$ cat src/rtl/dispatch_pkg.sv
// Shared types for the dispatch queue: the stored entry layout and the ready-tag encoding.
package dispatch_pkg;

  localparam int DQ_DATA_W   = 32;
  localparam int DQ_TAG_W    = 5;
  localparam int DQ_OP_W     = 6;
  localparam int DQ_UNIT_NUM = 4;
  localparam int DQ_REG_W    = 5;
  localparam int DQ_UNIT_W   = $clog2(DQ_UNIT_NUM);

  // A tag of zero marks an operand whose value is already present.
  localparam int TAG_READY = 0;

  typedef struct packed {
    logic [DQ_UNIT_W-1:0]           ex_unit;
    logic [DQ_OP_W-1:0]             op;
    logic [1:2][DQ_TAG_W-1:0]       tag;
    logic [1:2][DQ_DATA_W-1:0]      val;
  } entry_t;

endpackage

$ cat src/rtl/operand_wakeup.sv
// Single-operand writeback wakeup: a pending tag matching the broadcast tag
// becomes ready and takes the broadcast value.
module operand_wakeup
  import dispatch_pkg::*;
#(
  parameter int TAG_W  = DQ_TAG_W,
  parameter int DATA_W = DQ_DATA_W
) (
  input  logic [TAG_W-1:0]  tag,
  input  logic [DATA_W-1:0] val,
  input  logic [TAG_W-1:0]  w_tag,
  input  logic [DATA_W-1:0] wd,
  output logic [TAG_W-1:0]  tag_upd,
  output logic [DATA_W-1:0] val_upd
);

  logic hit;

  assign hit     = (w_tag != TAG_W'(TAG_READY)) && (tag == w_tag);
  assign tag_upd = hit ? TAG_W'(TAG_READY) : tag;
  assign val_upd = hit ? wd : val;

endmodule

$ cat src/rtl/dispatch_queue.sv
// In-order dispatch buffer between decode and the reservation stations / ROB,
// with operand wakeup on every stored entry and a synchronous flush.
module dispatch_queue
  import dispatch_pkg::*;
#(
  parameter int DEPTH    = 4,
  parameter int DATA_W   = DQ_DATA_W,
  parameter int TAG_W    = DQ_TAG_W,
  parameter int OP_W     = DQ_OP_W,
  parameter int UNIT_NUM = DQ_UNIT_NUM,
  parameter int REG_W    = DQ_REG_W
) (
  input  logic                        clk,
  input  logic                        rst,
  input  logic                        flush,
  input  logic                        in_valid,
  input  logic [$clog2(UNIT_NUM)-1:0] in_ex_unit,
  input  logic [OP_W-1:0]             in_op,
  input  logic [1:2][TAG_W-1:0]       in_tag,
  input  logic [1:2][DATA_W-1:0]      in_val,
  output logic                        stall_if,
  input  logic [DATA_W-1:0]           wd,
  input  logic [TAG_W-1:0]            w_tag,
  input  logic [TAG_W-1:0]            rob_tag,
  input  logic                        rob_full,
  input  logic [UNIT_NUM-1:0]         rs_full,
  output logic                        out_valid,
  output logic [$clog2(UNIT_NUM)-1:0] out_ex_unit,
  output logic [OP_W-1:0]             out_op,
  output logic [1:2][TAG_W-1:0]       out_tag,
  output logic [1:2][DATA_W-1:0]      out_val,
  output logic [TAG_W-1:0]            out_target
);

  localparam int PTR_W = $clog2(DEPTH);
  localparam int CNT_W = $clog2(DEPTH + 1);

  // The stored entry layout is fixed by the package; other widths cannot elaborate.
  if (DATA_W != DQ_DATA_W || TAG_W != DQ_TAG_W || OP_W != DQ_OP_W ||
      UNIT_NUM != DQ_UNIT_NUM || REG_W != DQ_REG_W || DEPTH < 2) begin : g_param_check
    $error("dispatch_queue: parameters do not match dispatch_pkg entry layout");
  end

  entry_t            mem [DEPTH];
  entry_t            head_e;
  entry_t            in_entry;
  logic [TAG_W-1:0]  wk_tag [DEPTH][1:2];
  logic [DATA_W-1:0] wk_val [DEPTH][1:2];
  logic [TAG_W-1:0]  in_wk_tag [1:2];
  logic [DATA_W-1:0] in_wk_val [1:2];
  logic [TAG_W-1:0]  hd_tag [1:2];
  logic [DATA_W-1:0] hd_val [1:2];
  logic [PTR_W-1:0]  head, tail;
  logic [CNT_W-1:0]  count;
  logic              empty, enq;

  function automatic logic [PTR_W-1:0] ptr_inc(input logic [PTR_W-1:0] p);
    return (p == PTR_W'(DEPTH - 1)) ? '0 : p + 1'b1;
  endfunction

  assign head_e   = mem[head];
  assign empty    = (count == '0);
  assign stall_if = (count == CNT_W'(DEPTH));
  assign enq      = in_valid && !stall_if && !flush;

  for (genvar i = 0; i < DEPTH; i++) begin : g_entry
    for (genvar k = 1; k <= 2; k++) begin : g_opnd
      operand_wakeup #(.TAG_W(TAG_W), .DATA_W(DATA_W)) u_store_wk (
        .tag     (mem[i].tag[k]),
        .val     (mem[i].val[k]),
        .w_tag   (w_tag),
        .wd      (wd),
        .tag_upd (wk_tag[i][k]),
        .val_upd (wk_val[i][k])
      );
    end
  end

  // Incoming operands and the head's operands see the same-cycle writeback.
  for (genvar k = 1; k <= 2; k++) begin : g_path
    operand_wakeup #(.TAG_W(TAG_W), .DATA_W(DATA_W)) u_in_wk (
      .tag     (in_tag[k]),
      .val     (in_val[k]),
      .w_tag   (w_tag),
      .wd      (wd),
      .tag_upd (in_wk_tag[k]),
      .val_upd (in_wk_val[k])
    );
    operand_wakeup #(.TAG_W(TAG_W), .DATA_W(DATA_W)) u_head_wk (
      .tag     (head_e.tag[k]),
      .val     (head_e.val[k]),
      .w_tag   (w_tag),
      .wd      (wd),
      .tag_upd (hd_tag[k]),
      .val_upd (hd_val[k])
    );
  end

  always_comb begin
    in_entry         = '0;
    in_entry.ex_unit = in_ex_unit;
    in_entry.op      = in_op;
    for (int k = 1; k <= 2; k++) begin
      in_entry.tag[k] = in_wk_tag[k];
      in_entry.val[k] = in_wk_val[k];
    end
  end

  always_comb begin
    out_valid   = 1'b0;
    out_ex_unit = '0;
    out_op      = '0;
    out_tag     = '0;
    out_val     = '0;
    out_target  = '0;
    if (!empty) begin
      out_ex_unit = head_e.ex_unit;
      out_op      = head_e.op;
      for (int k = 1; k <= 2; k++) begin
        out_tag[k] = hd_tag[k];
        out_val[k] = hd_val[k];
      end
      out_valid = !rob_full && !rs_full[head_e.ex_unit] && !flush;
    end
    if (out_valid) out_target = rob_tag;
  end

  always_ff @(posedge clk or negedge rst) begin
    if (!rst) begin
      head  <= '0;
      tail  <= '0;
      count <= '0;
      for (int i = 0; i < DEPTH; i++) mem[i] <= '0;
    end else if (flush) begin
      head  <= '0;
      tail  <= '0;
      count <= '0;
    end else begin
      for (int i = 0; i < DEPTH; i++) begin
        for (int k = 1; k <= 2; k++) begin
          mem[i].tag[k] <= wk_tag[i][k];
          mem[i].val[k] <= wk_val[i][k];
        end
      end
      // The tail slot is never the head being read here: enqueue is refused when full.
      if (enq) begin
        mem[tail] <= in_entry;
        tail      <= ptr_inc(tail);
      end
      if (out_valid) head <= ptr_inc(head);
      if (enq && !out_valid)      count <= count + 1'b1;
      else if (!enq && out_valid) count <= count - 1'b1;
    end
  end

endmodule

$ cat config.mk
export PLATFORM = sky130hd
export DESIGN_NAME = dispatch_queue
export DESIGN_NICKNAME = d
export VERILOG_FILES = /design/src/rtl/dispatch_pkg.sv /design/src/rtl/operand_wakeup.sv /design/src/rtl/dispatch_queue.sv
export SDC_FILE = /design/constraint.sdc
export NUM_CORES = 1
export LEC_CHECK = 0
export CORE_UTILIZATION = 61
export CTS_CLUSTER_SIZE = 28
export DETAILED_ROUTE_END_ITERATION = 12
export PLACE_DENSITY = 0.86
export RECOVER_POWER = 25
export REMOVE_ABC_BUFFERS = 1
export SYNTH_ARGS = -nofsm -noshare
export SYNTH_HDL_FRONTEND = slang
export SYNTH_SLANG_ARGS = --single-unit
export TNS_END_PERCENT = 50
$ cat constraint.sdc
create_clock -name clk -period 7.73 [get_ports clk]
set_input_delay 1.546 -clock clk [delete_from_list [all_inputs] [get_ports clk]]
set_output_delay 1.546 -clock clk [all_outputs]
set_load 0.02 [all_outputs]
---- Yosys cells after proc, flatten, opt, wreduce, memory -nomap -nowiden ----
Index checks and enable logic that the tools add are counted.
word-level totals
  register bits ........................... 335
  input port bits ......................... 133
  logic and storage cells ................. 132
  output and inout port bits .............. 89
cells by class
  muxes and demuxes ....................... 48
  add/subtract/negate cells ............... 4
  bitwise gates (word level) .............. 3
  reduce and logical (&&, ||, !) cells .... 31
  order comparisons ....................... 4
  eq/ne operators ......................... 15
operators with widths
  kind                                         number
  2-to-1 mux 32 bit                            12
  bitwise mux 328 bit                          1
  2-to-1 mux 320 bit                           1
  2-to-1 mux 82 bit                            3
  binary-select mux 82 bit (select 2 bit)      1
  demux 82 bit (select 2 bit)                  1
  2-to-1 mux 5 bit                             13
  2-to-1 mux 64 bit                            1
  equality test 5 bit                          12
  logical AND 1 bit                            19
  2-to-1 mux 2 bit                             7
  2-to-1 mux 10 bit                            1
  2-to-1 mux 3 bit                             3
  >= comparator 3 bit, second input constant   2
  logical NOT 1 bit                            6
  2-to-1 mux 6 bit                             1
  NOT 2 -> 3 bit                               2
  nonzero test 5 bit                           1
  adder 2 x 1 -> 2 bit, second input constant  2
  equality test 2 bit, second input constant   2
  nonzero test 2 bit                           2
  adder 3 x 1 -> 3 bit, second input constant  1
  equality test 3 bit, second input constant   1
  logical NOT 3 bit                            1
  other kinds (8)                              9

---- Longest topological paths before layout ----
  word-level depth ........................ 14
  mapped depth ............................ 12

---- By module ----
From an unflattened synthesis, not the netlist that was laid out.
second synthesis, totals
  cell total of the unflattened synthesis .. 2195
  area total of the unflattened synthesis .. 23827.9 µm²
by module, submodules not included
  module          area each (µm²)  times used  cells an instance
  dispatch_queue  16455.8          1           1607
  operand_wakeup  614.3            12          49

---- Least setup slack after synthesis ----
Ideal clock, no wire load.
  path type ............................... in2out
  start ................................... in w_tag[1]
  end ..................................... out out_tag[0] in the netlist's numbering
  arrival time ............................ 3.500 ns
  slack ................................... 2.684 ns
  stages .................................. 8
  path through ............................ buf_2 -> or4_4 -> nor2_4 -> or3_1 -> a21oi_1 -> buf_2 -> buf_2 -> nor3b_1
RTL lines
  item                RTL line              source
  start: declaration  dispatch_queue.sv:23  input logic [TAG_W-1:0] w_tag,
  end: declaration    dispatch_queue.sv:30  output logic [1:2][TAG_W-1:0] out_tag,

==> reports/metrics.cfg <==
[detailed_routing]
routedWlPerCell_um = 25.71
detail_route.drc_violations = 0
totalWireLength_um = 62600
via_per_inst = 7.098
first_pass_iters = 8
route.antenna.remaining_nets = 0
detail_route.iter0.violations = 2995
routed-via-count = 17280

[power_and_ir_drop]
clockPowerShare = 0.188
cell_internal_pwr_w = 0.005663
leakage_nw = 8.865
power.density_cell_area_nw_per_um2 = 423.4
switching_share = 0.3893
vdd_drop_max_mv = 0.2680
comb_power_share = 0.471
seq_power_share = 0.340
p_switching_w = 0.003610

[critical_path]
worstSetupEndpointType = output pin
rr_worst_depth = 10
critPathArrivalTime_ns = 5.19
startpoint_type = input port
crit_type = in -> out
worst_path_max_fanout = 36
cp_data_required_time_ns = 6.18

[synthesis]
synth_async_sr_flop_share = 1.000
netlist_area_um2 = 18410
library_cells_used_by_synthesis = 43
synth.cells.most_frequent = dfrtp_1 (335), nor2_1 (333), nand2_1 (167), o22ai_1 (163), clkbuf_1 (119)
synth_most_common_cell = dfrtp_1
syn-instance-count = 1901
synth-warning-count = 0
synth_flop_cell = dfrtp_1
synthTopCellsByArea = dfrtp_1 (46%), mux4_2 (9.9%), nor2_1 (6.8%)
seq_area_frac_synth = 0.4554
synth_enable_flop_cells = 0
synth.avg_cell_area_um2 = 9.683
synthDominantAreaCellType = dfrtp_1
synth.top_cell.area_share = 0.4554
postSynthRegisterBits = 335

[floorplan]
fp.coreArea_um2 = 29640
fp-row-count = 63
design.die.area_um2 = 30880
die_x_um = 175.7
floorplan.initialDensity = 0.6211
io_pins = 222
fp.dieH_um = 175.7

[sta]
rsz0062_at_grt = no
final.setup.worst_slack_ns = 0.9945
setup_viol_count_final = 0
max_slew.worst_pin.slew_ns = 4.686
max_freq_mhz = 148.5
tns_ns = 0
finalWorstPathRequiredPeriod_ns = 6.736
final.period_utilization = 0.8713
timing.final.hold_violations = 0
timing.final.max_slew_violations = 85
max-slew-margin-rel = -2.124
finalClockSkew_ns = 0.01797

[layout]
n_antenna_cell = 0
areaGrowthSynthToFinish_pct = 18.97
post_layout_nonfiller_instances = 2435
layout.filler_cells = 1998
final_core_utilization = 0.7389
final_net_count = 2160
drive_gt1_frac = 0.1286

[clocking]
clkTransAtPathRegs_ns = 0.06
ctsLongestPathBuffers = 3
cts-buffers-inserted = 35
clk_latency_ns = 0.53
cts.sinks = 335
cts_tree = done
root_buffer = clkbuf_16
hold_buffers = 0
h-tree-depth = 2
post_cts_resize_count = 0
post-cts-setup-buffers = 0

[grt]
grt_pass1_vias = 17790
pin_count_of_the_biggest_net_entering_global_routing = 180
grt_antenna_before_repair = 0
overflow = 0
first_pass_grt_wire_length_um = 96910
gr-usage-all-layers = 0.4072

[job]
cap_viol_max_count = 1

[run_status]
status = complete, but fails checks
failed_checks = capacitance limit, slew limit

[hold_path]
hold_class = reg -> reg
count_of_cells_along_the_worst_hold_path = 2

[placement]
dp_worst_setup_slack_ns = 1.046
io_buffer_count = 221
dp.final_hpwl_um = 35050
post-place-cells = 2375
place_congestion = 0.9482

[state kept, by name, indices dropped and copies added, names as in the netlist]
register / count
mem: 328
count: 3
head: 2
tail: 2
[worst max-delay path, cell delays in order]
cell	delay [ns]
clkdlybuf4s50_1	0.83
or4_4	0.74
mux2i_1	0.16
nor4_1	0.12
o21ai_4	0.37
buf_4	0.49
nand3_1	0.12
o21ai_0	0.15
clkdlybuf4s50_1	0.65
[worst paths after layout]
check                          from          end  slack, ns
max                        w_tag[1]  out_val[53]       0.99
min reg2reg                mem[243]     mem[243]       0.48
min in group asynchronous       rst     mem[319]       2.69
max in group asynchronous       rst      head[0]       1.73
min                        mem[243]     mem[243]       0.48
max reg2reg                 head[0]     count[2]       3.60
[through the flow]
stage | area [um2] | power (W) | hold slack [ns]
4_1_cts | 21910 | 0.009176 | 0.4779
3_3_place_gp | 20750 | 0.007196 | 0.4525
2_1_floorplan | 17730 | 0.005772 | 0.4403
3_5_place_dp | 20750 | 0.007388 | 0.4606
6_report | 21900 | 0.009273 | 0.4777
5_1_grt | 21900 | 0.009700 | 0.4944
[power groups by stage]
stage | clock network [W] | logic [W] | registers [W]
after floorplan | 0 | 0.00274 | 0.00303
after global placement | 0 | 0.00413 | 0.00307
after CTS | 0.00173 | 0.00432 | 0.00313
after detailed placement | 0 | 0.00425 | 0.00313
after global routing | 0.00180 | 0.00467 | 0.00323
final | 0.00175 | 0.00437 | 0.00316
[placed cells by master (no fill, tap or decap), types with 4 or more instances in the layout]
master / count
nor3b_1: 4
clkbuf_1: 11
clkdlybuf4s50_1: 219
nand3_1: 74
nand2_2: 4
a222oi_1: 25
a21oi_1: 66
ha_1: 4
mux4_2: 81
and2_2: 4
inv_1: 69
o22ai_1: 163
o32ai_1: 5
buf_4: 27
and2_1: 14
dfrtp_1: 333
a22o_1: 41
a221oi_1: 63
nor2_1: 333
and3_1: 4
bufinv_16: 4
mux2_2: 43
o21ai_0: 65
xnor2_1: 35
nand3_2: 5
nor3_1: 11
clkbuf_16: 37
or2_2: 31
nand2_1: 163
mux2i_1: 35
a21o_1: 6
clkinv_2: 5
xor2_1: 26
[cells by family (layout without fill, tap and decap cells)]
kind of cell             Yosys count  count (layout)  share of synthesized area
AO/OA/AOI/OAI                    440             440                     0.1612
flip-flops                       335             335                     0.4554
buffers and inverters            234             378                    0.05084
multiplexers                     159             159                     0.1444
adder cells (fa/ha/maj)            5               5                   0.003807
AND/OR/NAND/NOR                  667             667                     0.1552
XOR/XNOR                          61              61                    0.02902
[layout make-up]
| class | count | area [um2] | share of cell area |
|---|---|---|---|
| Tap cell | 390 | 488.0 | 0.02228 |
| Inverter | 69 | 259.0 | 0.01183 |
| Clock inverter | 11 | 160.2 | 0.007313 |
| Clock buffer | 49 | 1001 | 0.04571 |
| Multi-Input combinational cell | 1332 | 9179 | 0.4191 |
| Timing Repair Buffer | 249 | 2422 | 0.1106 |
| Sequential cell | 335 | 8391 | 0.3831 |
[routing by layer]
metal	global-route usage	vias up	routed length [um]
li1	-	7102	-
met1	0.5249	8336	21740
met2	0.6232	1514	28390
met3	0.1102	332	9030
met4	0.2344	0	3442
met5	0	-	0
Power figures use the tool's default switching activity.
